$ cat src/rtl/fpu_defs_div_sqrt_tp.sv
// Width constants shared by the div/sqrt unit and its arbiter.
// Double-precision mantissa/exponent with a 6-bit precision field.
package fpu_defs_div_sqrt_tp;
  localparam int C_MANT = 52;
  localparam int C_EXP  = 11;
  localparam int C_PC   = 6;
endpackage

$ cat src/rtl/div_sqrt_share_arb_if.sv
// Link between the shared-unit arbiter and the div/sqrt unit.
// master = arbiter side, slave = unit side.
interface div_sqrt_share_arb_if;
  import fpu_defs_div_sqrt_tp::*;

  logic              Div_start_SO;
  logic              Sqrt_start_SO;
  logic              Start_SO;
  logic [C_PC-1:0]   Precision_ctl_SO;
  logic [C_MANT:0]   Mant_a_DO;
  logic [C_MANT:0]   Mant_b_DO;
  logic [C_EXP:0]    Exp_a_DO;
  logic [C_EXP:0]    Exp_b_DO;
  logic              Ready_SI;
  logic              Done_SI;
  logic [C_MANT:0]   Mant_z_DI;
  logic [C_EXP+1:0]  Exp_z_DI;

  modport master (
    output Div_start_SO, Sqrt_start_SO, Start_SO,
    output Precision_ctl_SO,
    output Mant_a_DO, Mant_b_DO,
    output Exp_a_DO, Exp_b_DO,
    input  Ready_SI, Done_SI,
    input  Mant_z_DI, Exp_z_DI
  );

  modport slave (
    input  Div_start_SO, Sqrt_start_SO, Start_SO,
    input  Precision_ctl_SO,
    input  Mant_a_DO, Mant_b_DO,
    input  Exp_a_DO, Exp_b_DO,
    output Ready_SI, Done_SI,
    output Mant_z_DI, Exp_z_DI
  );
endinterface

$ cat src/rtl/div_sqrt_share_arb.sv
// Two-requester round-robin arbiter sharing one div/sqrt unit,
// with a watchdog that aborts operations the unit never finishes.
module div_sqrt_share_arb
  import fpu_defs_div_sqrt_tp::*;
#(
  parameter int unsigned TIMEOUT = 63
) (
  input  logic                      Clk_CI,
  input  logic                      Rst_RBI,
  input  logic [1:0]                Req_SI,
  input  logic [1:0]                Op_sqrt_SI,
  input  logic [1:0][C_PC-1:0]      Prec_DI,
  input  logic [1:0][C_MANT:0]      Mant_a_DI,
  input  logic [1:0][C_MANT:0]      Mant_b_DI,
  input  logic [1:0][C_EXP:0]       Exp_a_DI,
  input  logic [1:0][C_EXP:0]       Exp_b_DI,
  output logic [1:0]                Gnt_SO,
  output logic [1:0]                Valid_SO,
  input  logic [1:0]                Ack_SI,
  output logic [1:0]                Err_SO,
  output logic [C_MANT:0]           Mant_z_DO,
  output logic [C_EXP+1:0]          Exp_z_DO,
  div_sqrt_share_arb_if.master      unit
);

  localparam logic [1:0] IDLE  = 2'd0;
  localparam logic [1:0] ISSUE = 2'd1;
  localparam logic [1:0] BUSY  = 2'd2;
  localparam logic [1:0] HOLD  = 2'd3;

  localparam logic [7:0] WD_LAST = 8'(TIMEOUT - 1);

  logic [1:0]       state_q, state_d;
  logic             ptr_q;
  logic             owner_q;
  logic             sqrt_q;
  logic [7:0]       wd_q;
  logic [C_PC-1:0]  prec_q;
  logic [C_MANT:0]  mant_a_q, mant_b_q;
  logic [C_EXP:0]   exp_a_q, exp_b_q;
  logic [C_MANT:0]  mant_z_q;
  logic [C_EXP+1:0] exp_z_q;

  logic win;
  logic grant;
  logic done_ok;
  logic timeout;
  logic acked;

  always_comb begin
    win     = (Req_SI == 2'b11) ? ptr_q : Req_SI[1];
    grant   = (state_q == IDLE) && unit.Ready_SI
              && (|Req_SI);
    done_ok = (state_q == BUSY) && unit.Done_SI;
    // Done beats the watchdog when both land in one cycle.
    timeout = (state_q == BUSY) && !unit.Done_SI
              && (wd_q == WD_LAST);
    acked   = (state_q == HOLD) && Ack_SI[owner_q];
  end

  always_comb begin
    state_d = state_q;
    unique case (state_q)
      IDLE:  if (grant) state_d = ISSUE;
      ISSUE: state_d = BUSY;
      BUSY: begin
        if (done_ok)      state_d = HOLD;
        else if (timeout) state_d = IDLE;
      end
      HOLD:  if (acked) state_d = IDLE;
      default: state_d = IDLE;
    endcase
  end

  always_comb begin
    Gnt_SO   = 2'b00;
    Valid_SO = 2'b00;
    Err_SO   = 2'b00;
    if (grant)             Gnt_SO[win]       = 1'b1;
    if (state_q == HOLD)   Valid_SO[owner_q] = 1'b1;
    if (timeout)           Err_SO[owner_q]   = 1'b1;
  end

  always_ff @(posedge Clk_CI or negedge Rst_RBI) begin
    if (!Rst_RBI) begin
      state_q  <= IDLE;
      ptr_q    <= 1'b0;
      owner_q  <= 1'b0;
      sqrt_q   <= 1'b0;
      wd_q     <= '0;
      prec_q   <= '0;
      mant_a_q <= '0;
      mant_b_q <= '0;
      exp_a_q  <= '0;
      exp_b_q  <= '0;
      mant_z_q <= '0;
      exp_z_q  <= '0;
    end else begin
      state_q <= state_d;
      if (grant) begin
        owner_q  <= win;
        sqrt_q   <= Op_sqrt_SI[win];
        prec_q   <= Prec_DI[win];
        mant_a_q <= Mant_a_DI[win];
        mant_b_q <= Mant_b_DI[win];
        exp_a_q  <= Exp_a_DI[win];
        exp_b_q  <= Exp_b_DI[win];
      end
      if (state_q == ISSUE)     wd_q <= '0;
      else if (state_q == BUSY) wd_q <= wd_q + 8'd1;
      if (done_ok) begin
        mant_z_q <= unit.Mant_z_DI;
        exp_z_q  <= unit.Exp_z_DI;
      end
      if (timeout || acked) ptr_q <= ~owner_q;
    end
  end

  assign unit.Start_SO         = (state_q == ISSUE);
  assign unit.Div_start_SO     = (state_q == ISSUE) && !sqrt_q;
  assign unit.Sqrt_start_SO    = (state_q == ISSUE) && sqrt_q;
  assign unit.Precision_ctl_SO = prec_q;
  assign unit.Mant_a_DO        = mant_a_q;
  assign unit.Mant_b_DO        = mant_b_q;
  assign unit.Exp_a_DO         = exp_a_q;
  assign unit.Exp_b_DO         = exp_b_q;
  assign Mant_z_DO             = mant_z_q;
  assign Exp_z_DO              = exp_z_q;

endmodule

$ cat src/flat_wrapper.sv
// flat-port wrapper written by rule: the top's interface ports become plain ports
module div_sqrt_share_arb_flat import fpu_defs_div_sqrt_tp::*;
#(
  parameter int unsigned TIMEOUT = 63
)
  (Clk_CI, Rst_RBI, Req_SI, Op_sqrt_SI, Prec_DI, Mant_a_DI, Mant_b_DI, Exp_a_DI, Exp_b_DI, Gnt_SO, Valid_SO, Ack_SI, Err_SO, Mant_z_DO, Exp_z_DO, unit_Div_start_SO, unit_Sqrt_start_SO, unit_Start_SO, unit_Precision_ctl_SO, unit_Mant_a_DO, unit_Mant_b_DO, unit_Exp_a_DO, unit_Exp_b_DO, unit_Ready_SI, unit_Done_SI, unit_Mant_z_DI, unit_Exp_z_DI);
  div_sqrt_share_arb_if unit_i ();
  input  logic Clk_CI;
  input  logic Rst_RBI;
  input  logic [1:0] Req_SI;
  input  logic [1:0] Op_sqrt_SI;
  input  logic [1:0][C_PC-1:0] Prec_DI;
  input  logic [1:0][C_MANT:0] Mant_a_DI;
  input  logic [1:0][C_MANT:0] Mant_b_DI;
  input  logic [1:0][C_EXP:0] Exp_a_DI;
  input  logic [1:0][C_EXP:0] Exp_b_DI;
  output logic [1:0] Gnt_SO;
  output logic [1:0] Valid_SO;
  input  logic [1:0] Ack_SI;
  output logic [1:0] Err_SO;
  output logic [C_MANT:0] Mant_z_DO;
  output logic [C_EXP+1:0] Exp_z_DO;
  output wire logic [$bits(unit_i.Div_start_SO)-1:0] unit_Div_start_SO;
  output wire logic [$bits(unit_i.Sqrt_start_SO)-1:0] unit_Sqrt_start_SO;
  output wire logic [$bits(unit_i.Start_SO)-1:0] unit_Start_SO;
  output wire logic [$bits(unit_i.Precision_ctl_SO)-1:0] unit_Precision_ctl_SO;
  output wire logic [$bits(unit_i.Mant_a_DO)-1:0] unit_Mant_a_DO;
  output wire logic [$bits(unit_i.Mant_b_DO)-1:0] unit_Mant_b_DO;
  output wire logic [$bits(unit_i.Exp_a_DO)-1:0] unit_Exp_a_DO;
  output wire logic [$bits(unit_i.Exp_b_DO)-1:0] unit_Exp_b_DO;
  input wire logic [$bits(unit_i.Ready_SI)-1:0] unit_Ready_SI;
  input wire logic [$bits(unit_i.Done_SI)-1:0] unit_Done_SI;
  input wire logic [$bits(unit_i.Mant_z_DI)-1:0] unit_Mant_z_DI;
  input wire logic [$bits(unit_i.Exp_z_DI)-1:0] unit_Exp_z_DI;
  assign unit_Div_start_SO = unit_i.Div_start_SO;
  assign unit_Sqrt_start_SO = unit_i.Sqrt_start_SO;
  assign unit_Start_SO = unit_i.Start_SO;
  assign unit_Precision_ctl_SO = unit_i.Precision_ctl_SO;
  assign unit_Mant_a_DO = unit_i.Mant_a_DO;
  assign unit_Mant_b_DO = unit_i.Mant_b_DO;
  assign unit_Exp_a_DO = unit_i.Exp_a_DO;
  assign unit_Exp_b_DO = unit_i.Exp_b_DO;
  assign unit_i.Ready_SI = unit_Ready_SI;
  assign unit_i.Done_SI = unit_Done_SI;
  assign unit_i.Mant_z_DI = unit_Mant_z_DI;
  assign unit_i.Exp_z_DI = unit_Exp_z_DI;
  div_sqrt_share_arb #(.TIMEOUT(TIMEOUT)) u_core (.Clk_CI(Clk_CI), .Rst_RBI(Rst_RBI), .Req_SI(Req_SI), .Op_sqrt_SI(Op_sqrt_SI), .Prec_DI(Prec_DI), .Mant_a_DI(Mant_a_DI), .Mant_b_DI(Mant_b_DI), .Exp_a_DI(Exp_a_DI), .Exp_b_DI(Exp_b_DI), .Gnt_SO(Gnt_SO), .Valid_SO(Valid_SO), .Ack_SI(Ack_SI), .Err_SO(Err_SO), .Mant_z_DO(Mant_z_DO), .Exp_z_DO(Exp_z_DO), .unit(unit_i));
endmodule
$ cat config.mk
export PLATFORM = sky130hd
export DESIGN_NAME = div_sqrt_share_arb_flat
export DESIGN_NICKNAME = d
export VERILOG_FILES = /design/src/rtl/fpu_defs_div_sqrt_tp.sv /design/src/rtl/div_sqrt_share_arb_if.sv /design/src/rtl/div_sqrt_share_arb.sv /design/src/flat_wrapper.sv
export SDC_FILE = /design/constraint.sdc
export NUM_CORES = 1
export LEC_CHECK = 0
export CAP_MARGIN = 5
export CORE_AREA = 2 2 217 219
export DETAILED_ROUTE_END_ITERATION = 8
export DIE_AREA = 0 0 219 221
export GPL_TIMING_DRIVEN = 0
export PLACE_DENSITY_LB_ADDON = 0.15
export REMOVE_ABC_BUFFERS = 1
export SLEW_MARGIN = 20
export SYNTH_ARGS = -nofsm -noshare
export SYNTH_HDL_FRONTEND = slang
export SYNTH_SLANG_ARGS = --single-unit
$ cat constraint.sdc
create_clock -name Clk_CI -period 1.8 [get_ports Clk_CI]
set_input_delay 0.36 -clock Clk_CI [delete_from_list [all_inputs] [get_ports Clk_CI]]
set_output_delay 0.36 -clock Clk_CI [all_outputs]
set_load 0.01 [all_outputs]
==> results.md, run 1 <==
* Run status: complete, but fails checks
* Violations in the final reports: negative setup slack
* MaxCap Viol Count at 0
* Clock network latency to the later pin of the worst-skew pair at 0.55 ns
* Number of filler cells placed in the layout at 4,493
* Sequential share of the synthesized area at 56.2%
* EDFF count, synth at 0
* Detail-routed via count per cell at 4.13
* Routed length per placed instance at 19.4 µm
* Worst path max stage delay at 0.40 ns
* Pre-Repair DR Iteration Count at 4
* Fraction of final layout cells sized beyond drive strength 1 at 25.0%
* Deepest level of the CTS H-tree at 1
* Period utilization at 137%
* Total core area at 46,100 µm²
* Footprint of the flip-flops and latches at 5380 µm²
* Slew Limit Fails at 0
* Layout overhead on the synthesized area at 91.5%
* Setup violation total in the final timing report at 257
* Min setup slack post-route at -0.659 ns
* CTS tree: yes
* Cell breakdown of the critical path: inv_2 -> ha_4 -> o211ai_4 -> clkbuf_16 -> a21oi_4 -> clkbuf_16 -> buf_16 -> buf_16 -> buf_6
* Final Skew at 0.0168 ns
* Count of buffer and inverter cells on the critical path at 6
* Clock-pin slew on the worst setup and hold paths at 0.06 ns
* Worst Setup Start Kind: flip-flop
* Time the worst path needs with I/O delays and setup at 2.46 ns
* Multi-input combinational cell area at 4040 µm²
* Hold Path Class: input port to asynchronous set/reset pin
* Pwr dens at 1470 nW/µm²
* Layout net count at 1,809
* Leakage component of the power at 7.95 nW
* CTS sink count at 215
* Data arrival time of the worst path at 2.10 ns
* Initial antenna violation count at 0
* Worst slew pin tran at 0.575 ns
* CTS root buffer: clkbuf_16
* Number of global-route vias before repair at 8,931
* Number of hold-slack violations in the final timing report at 0
* Number of buffers on the longest clock path at 3
* Headroom to the max-slew limit at 61.7%
* Detailed Place HPWL at 28,300 µm
* Number of distinct standard cells referenced by the synthesized netlist at 38
* Highest Clock Rate at 407 MHz
* Global-route wire length before repair at 57,600 µm
* Final total power at 0.0269 W
* Flip-flop and latch count after synthesis at 215
* Combined area of all synthesized cells at 9580 µm²
* Share of synthesized registers carrying an async set or reset at 100%
* Setup repair after global routing missed its margin: true
* Total global-route track usage at 15.8%
* Mean post-synth cell area at 11.7 µm²
* Remaining number of nets flagged by the antenna check after routing at 0
* Setup Crit Path Kind: flip-flop to primary output
* Number of DRC markers after the initial detailed-route iteration at 317
* I/O pin count at 559
* TritonCTS buffer count at 28
* Initial core utilization at 20.8%
* Sort of element at the end of the critical path: primary output
* DR vias at 8,602
* Number of antenna repair diodes at 0
* Yosys warns at 0
* Horizontal extent of the die at 219 µm
* Total global routing overflow at 0
* Vertical die dimension at 221 µm
* Overall die area at 48,400 µm²
* Number of I/O port buffers at 558
* Pin count of the biggest net entering global routing at 87
* Maximum ir drop on the vdd rail at 0.000946 V
* Worst setup timing slack at the placement stage at -1.84 ns
* Number of cells produced by synthesis at 818
* Floorplan row count at 79
* Wirelength, routed at 40,500 µm
* Crit path max-delay cell type: dfrtp_1
* Global placer's final weighted congestion at 0.736
* Maximum fanout along the worst path at 2
* Required @ worst endpoint at 1.44 ns
* Number of remaining DRC errors at 0
* Core occupancy in the finished layout at 39.8%
* Predominant post-synthesis flop cell: dfrtp_1
* Delay-heaviest family, CP: buffers and inverters
==> final timing paths <==
kind | startpoint | end | slack [ns] | cells after the start
min reg2reg | u_core.unit.Mant_b_DO[31] | u_core.unit.Mant_b_DO[31] | 0.46 | 2
min in group Clk_CI | Mant_b_DI[103] | u_core.unit.Mant_b_DO[50] | 0.41 | 3
max reg2reg | u_core.state_q[0] | u_core.unit.Mant_b_DO[19] | -0.38 | 11
max | u_core.state_q[0] | Gnt_SO[0] | -0.66 | 9
max in group asynchronous | Rst_RBI | u_core.unit.Mant_a_DO[20] | 0.62 | 3
min | Rst_RBI | u_core.unit.Exp_b_DO[0] | 0.35 | 2
==> report_power, final <==
part	total, W	switching, W	internal (W)
registers	0.00837	0.00121	0.00716
clock network	0.00580	0.00216	0.00364
logic	0.0127	0.00553	0.00722
==> worst register-to-register path, stage by stage, from the launching register on <==
cell and delay, ns:
dfrtp_1 0.40, inv_2 0.09, ha_4 0.15, o211ai_4 0.08, clkbuf_16 0.16, a21oi_4 0.18, clkbuf_16 0.19, buf_16 0.11
buf_4 0.27, bufbuf_16 0.35, a22oi_2 0.08, nand2_1 0.07
==> placed cells by master (no fill, tap or decap), types with 2 or more instances in the layout <==
cell             instances
clkdlybuf4s50_1        511
nand2_1                282
dfrtp_1                215
a22oi_2                134
mux2_2                  63
buf_4                   45
clkbuf_16               40
dlygate4sd2_1           37
buf_16                  26
buf_6                    9
a21oi_1                  8
clkbuf_8                 7
clkbuf_1                 6
buf_2                    6
buf_12                   6
clkinv_2                 5
buf_8                    5
nor2_1                   4
a22oi_1                  4
ha_4                     4
inv_1                    3
o21ai_0                  3
nor3_1                   3
o2bb2ai_1                3
mux2_4                   3
ha_1                     3
bufinv_16                3
inv_2                    2
and2_1                   2
xnor2_1                  2
nand3_1                  2
mux2i_1                  2
a31oi_1                  2
bufbuf_16                2
==> registers in the layout, indices dropped and copies added (netlist names) <==
name / flops
u_core.unit.Exp_a_DO: 12
u_core.unit.Mant_b_DO: 53
u_core.unit.Precision_ctl_SO: 6
u_core.ptr_q: 1
u_core.Exp_z_DO: 13
u_core.unit.Exp_b_DO: 12
u_core.state_q: 2
u_core.sqrt_q: 1
u_core.wd_q: 8
u_core.Mant_z_DO: 53
u_core.owner_q: 1
u_core.unit.Mant_a_DO: 53
==> synthesized netlist by cell type, types with 2 or more instances <==
cell type  count  area (µm²)
xnor2_1        2        17.5
clkbuf_1      11        41.3
nor3_1         3        15.0
and4_1         2        17.5
buf_2         15        75.1
a21oi_1        8        40.0
nand3_1        2        10.0
o2bb2ai_1      3        26.3
nor2_1         4        15.0
buf_1          2        7.51
clkbuf_4       4        30.0
nor2b_1        3        18.8
a22oi_1       28         210
buf_6         13         146
mux2_2        66         743
ha_1           7        87.6
and2_1         2        12.5
mux2i_1        2        20.0
nand2_1      283        1060
o21ai_0        3        15.0
inv_1          5        18.8
a22oi_2      110        1380
dfrtp_1      215        5380
buf_4         10        75.1
a31oi_1        2        12.5
==> through the flow <==
step	hold WS (ns)	cell area, µm²	std cells	TNS (ns)
3_3_place_gp	0.451	15500	1928	-4598.94
2_1_floorplan	0.0644	9200	763	-923.32
4_1_cts	0.327	17700	2037	-41.36
5_1_grt	0.365	18300	2081	-60.24
6_report	0.350	18300	2081	-36.99
3_5_place_dp	0.330	16200	1950	-151.09
==> cell families after synthesis <==
logic type / after synthesis / share of synthesized area [%]
buffers and inverters: 61 / 4.15
AOI/OAI and AO/OA: 161 / 18.2
xor gates and xnor gates: 2 / 0.183
and+or+nand+nor: 304 / 12.4
muxes: 68 / 7.97
DFF: 215 / 56.2
adders and majority gates: 7 / 0.915
==> metal layers <==
layer / part of all wire, % / track usage [%] / vias to the layer above
met5: 0 / 0 / -
met4: 1.7 / 3.16 / 0
met3: 11 / 6.86 / 35
met2: 51 / 28.8 / 367
met1: 36 / 16.8 / 4070
li1: - / - / 4130
==> what timing repair did <==
| action | 4_1_cts | 5_1_grt |
|---|---|---|
| hold endpoints to repair | 52 | 0 |
| hold buffers | 1 | 0 |
| gates cloned | 9 | 10 |
| setup endpoints to repair | 387 | 363 |
| buffers inserted | 27 | 41 |
| gates resized for setup | 115 | 41 |
| pin swaps | 16 | 82 |
==> final cells by class <==
cell class	instances	area share (%)
inverter	6	0.123
clock buffer	42	4.61
multi-input combinational	543	22.0
tap	607	4.14
sequential	215	29.3
timing repair buffer	660	39.2
clock inverter	8	0.628
(Power assumes the default switching activity.)
==> run 2, diff against run 1 <==
--- a/config.mk
+++ b/config.mk
@@ -11,6 +11,7 @@
 export DIE_AREA = 0 0 219 221
 export GPL_TIMING_DRIVEN = 0
 export PLACE_DENSITY_LB_ADDON = 0.15
+export RECOVER_POWER = 50
 export REMOVE_ABC_BUFFERS = 1
 export SLEW_MARGIN = 20
 export SYNTH_ARGS = -nofsm -noshare
==> constraint.sdc (replaced) <==
create_clock -name Clk_CI -period 1.8 [get_ports Clk_CI]
set_input_delay 0.18 -clock Clk_CI [delete_from_list [all_inputs] [get_ports Clk_CI]]
set_output_delay 0.18 -clock Clk_CI [all_outputs]
set_load 0.01 [all_outputs]
==> run 2 against run 1 <==
The flow finishes with violations (max-capacitance violations, max-slew violations, negative setup slack). Flip-flop and latch count unchanged. Sequential power hardly changed. Total power rose by 1.4%. Critical path depth unchanged. Critical endpoint unchanged. Largest power group unchanged.
==> results.md, run 2 (synthesis results as in run 1) <==
* Run status: complete, but fails checks (unchanged)
* Violations in the final reports: max-capacitance violations, max-slew violations, negative setup slack (was negative setup slack)
* Total global-route track usage at 16.1% (was 15.8%)
* Time the worst path needs with I/O delays and setup at 2.27 ns (was 2.46 ns)
* Crit path capture: Gnt_SO[0] (unchanged)
* Sort of element at the end of the critical path: primary output (unchanged)
* Setup violation total in the final timing report at 139 (was 257)
* I/O pin count at 559 (unchanged)
* Initial core utilization at 20.8% (unchanged)
* Headroom to the max-slew limit at -2.63% (was 61.7%)
* Min setup slack post-route at -0.475 ns (was -0.659 ns)
* Setup repair after global routing missed its margin: true (unchanged)
* Worst setup timing slack at the placement stage at -1.50 ns (was -1.84 ns)
* Pwr dens at 1490 nW/µm² (was 1470 nW/µm²)
* Total global routing overflow at 0 (unchanged)
* Overall die area at 48,400 µm² (unchanged)
* Global-route wire length before repair at 58,500 µm (was 57,600 µm)
* Terminus of the critical flop-to-flop path: u_core.unit.Mant_a_DO[18] (was u_core.unit.Mant_b_DO[19])
* Routed length per placed instance at 20.3 µm (was 19.4 µm)
* Reg-to-reg setup timing slack at -0.45 ns (was -0.38 ns)
* Clock network latency to the later pin of the worst-skew pair at 0.55 ns (about the same)
* Worst slew pin tran at 1.54 ns (was 0.575 ns)
* Leakage component of the power at 7.81 nW (was 7.95 nW)
* Number of global-route vias before repair at 9,006 (was 8,931)
* Data arrival time of the worst path at 2.09 ns (was 2.10 ns)
* Number of hold-slack violations in the final timing report at 0 (unchanged)
* Final Skew at 0.0176 ns (was 0.0168 ns)
* Layout net count at 1,795 (was 1,809)
* Remaining number of nets flagged by the antenna check after routing at 0 (unchanged)
* Detailed Place HPWL at 28,300 µm (unchanged)
* Number of filler cells placed in the layout at 4,476 (was 4,493)
* Critical path startpoint: u_core.state_q[0] (unchanged)
* TritonCTS buffer count at 28 (unchanged)
* Number of DRC markers after the initial detailed-route iteration at 347 (was 317)
* Worst Reg2Reg Path Length in Cells at 12 (was 11)
* Horizontal extent of the die at 219 µm (unchanged)
* Final instance count without filler cells at 2,067 (was 2,081)
* Worst Setup Start Kind: flip-flop (unchanged)
* Maximum ir drop on the vdd rail at 0.000947 V (was 0.000946 V)
* Highest-count cells in the layout ignoring fill and taps: clkdlybuf4s50_1, nand2_1, dfrtp_1 (unchanged)
* Number of remaining DRC errors at 0 (unchanged)
* DR vias at 8,577 (was 8,602)
* Crit Reg-Reg Startpoint: u_core.state_q[0] (unchanged)
* Slew Limit Fails at 53 (was 0)
* Required @ worst endpoint at 1.62 ns (was 1.44 ns)
* Detail-routed via count per cell at 4.15 (was 4.13)
* Clock-pin slew on the worst setup and hold paths at 0.06 ns (about the same)
* CTS tree: yes (unchanged)
* Setup Crit Path Kind: flip-flop to primary output (unchanged)
* Placed inst area at 16,200 µm² (unchanged)
* Global placer's final weighted congestion at 0.736 (unchanged)
* Vertical die dimension at 221 µm (unchanged)
* CTS sink count at 215 (unchanged)
* CTS root buffer: clkbuf_16 (unchanged)
* Total negative slack at -36.71 ns (was -36.99 ns)
* Layout overhead on the synthesized area at 91.4% (was 91.5%)
* Number of buffers on the longest clock path at 3 (unchanged)
* Fraction of final layout cells sized beyond drive strength 1 at 23.9% (was 25.0%)
* Hold Path Class: input port to flip-flop (was input port to asynchronous set/reset pin)
* Number of antenna repair diodes at 0 (unchanged)
* Deepest level of the CTS H-tree at 1 (unchanged)
* Design Area, Final at 18,300 µm² (about the same)
* Placed Cells at 1,950 (unchanged)
* Pre-Repair DR Iteration Count at 4 (unchanged)
* Wirelength, routed at 41,900 µm (was 40,500 µm)
* Pin count of the biggest net entering global routing at 87 (unchanged)
* Most common library cell in the layout ignoring fill and taps: clkdlybuf4s50_1 (unchanged)
* Highest Clock Rate at 440 MHz (was 407 MHz)
* Floorplan row count at 79 (unchanged)
* Period utilization at 126% (was 137%)
* Maximum fanout along the worst path at 2 (unchanged)
* Number of I/O port buffers at 558 (unchanged)
* Total core area at 46,100 µm² (unchanged)
* Initial antenna violation count at 0 (unchanged)
* MaxCap Viol Count at 1 (was 0)
==> run 2: cell count changes in the layout (fill, tap and decap cells not counted), moves of 4 or more <==
cell	previous run	this run
buf_4	45	24
dlygate4sd2_1	37	2
a22oi_2	134	130
buf_16	26	30
buf_6	9	13
clkdlybuf4s50_1	511	546
a22oi_1	4	8
==> run 2: how the worst min path moves through the flow <==
stage | start | slack [ns] | end | depth (start not counted)
global route | Exp_b_DI[14] | 0.21 | u_core.unit.Exp_b_DO[2] | 3
finish | Exp_b_DI[20] | 0.23 | u_core.unit.Exp_b_DO[8] | 3
floorplan | Rst_RBI | -0.12 | u_core.Exp_z_DO[0] | 0
CTS | Rst_RBI | 0.15 | u_core.unit.Exp_b_DO[1] | 2
detailed placement | Rst_RBI | 0.15 | u_core.unit.Exp_b_DO[0] | 1
global placement | u_core.unit.Mant_b_DO[4] | 0.45 | u_core.unit.Mant_b_DO[4] | 2
==> run 2: final cells by class <==
class,instances,area (µm²),area share [%]
timing repair buffer,645,7200,39.3
sequential,215,5380,29.3
multi-input combinational,544,4020,21.9
clock buffer,42,845,4.61
tap,607,759,4.14
clock inverter,8,115,0.628
inverter,6,22.5,0.123
==> run 2: through the flow <==
stage | util [%] | total power, W | hold WS (ns)
after global routing | 39.8 | 0.0290 | 0.210
after detailed placement | 35.1 | 0.0203 | 0.150
final | 39.8 | 0.0273 | 0.232
after floorplan | - | 0.0131 | -0.116
after global placement | 33.8 | 0.0202 | 0.451
after CTS | 38.8 | 0.0272 | 0.147
==> run 2: report_power, final <==
part           switching, W  internal (W)
Combinational       0.00562       0.00747
Sequential          0.00123       0.00716
Clock               0.00218       0.00364
Total               0.00903        0.0183
==> run 2: what timing repair did <==
action,CTS,global route
pin swaps,20,28
gates resized for setup,90,31
endpoints found under the setup margin,199,196
setup buffers,28,21
hold buffers,1,0
hold endpoints to repair,52,0
gates cloned,13,13
==> run 2: critical path: stages (launching register included) <==
cell	delay (ns)
dfrtp_1	0.40
inv_2	0.09
ha_4	0.15
o211ai_4	0.08
clkbuf_16	0.16
a21oi_4	0.21
buf_16	0.15
buf_16	0.11
buf_16	0.11
buf_6	0.09
==> run 2: layer usage <==
metal | wire (µm) | part of all wire, % | vias up | global-route usage (%)
met1 | 15200 | 36 | 4078 | 17.1
met5 | 0 | 0 | - | 0
met3 | 4470 | 11 | 35 | 6.90
li1 | - | - | 4103 | -
met2 | 21500 | 51 | 361 | 29.3
met4 | 714 | 1.7 | 0 | 3.64
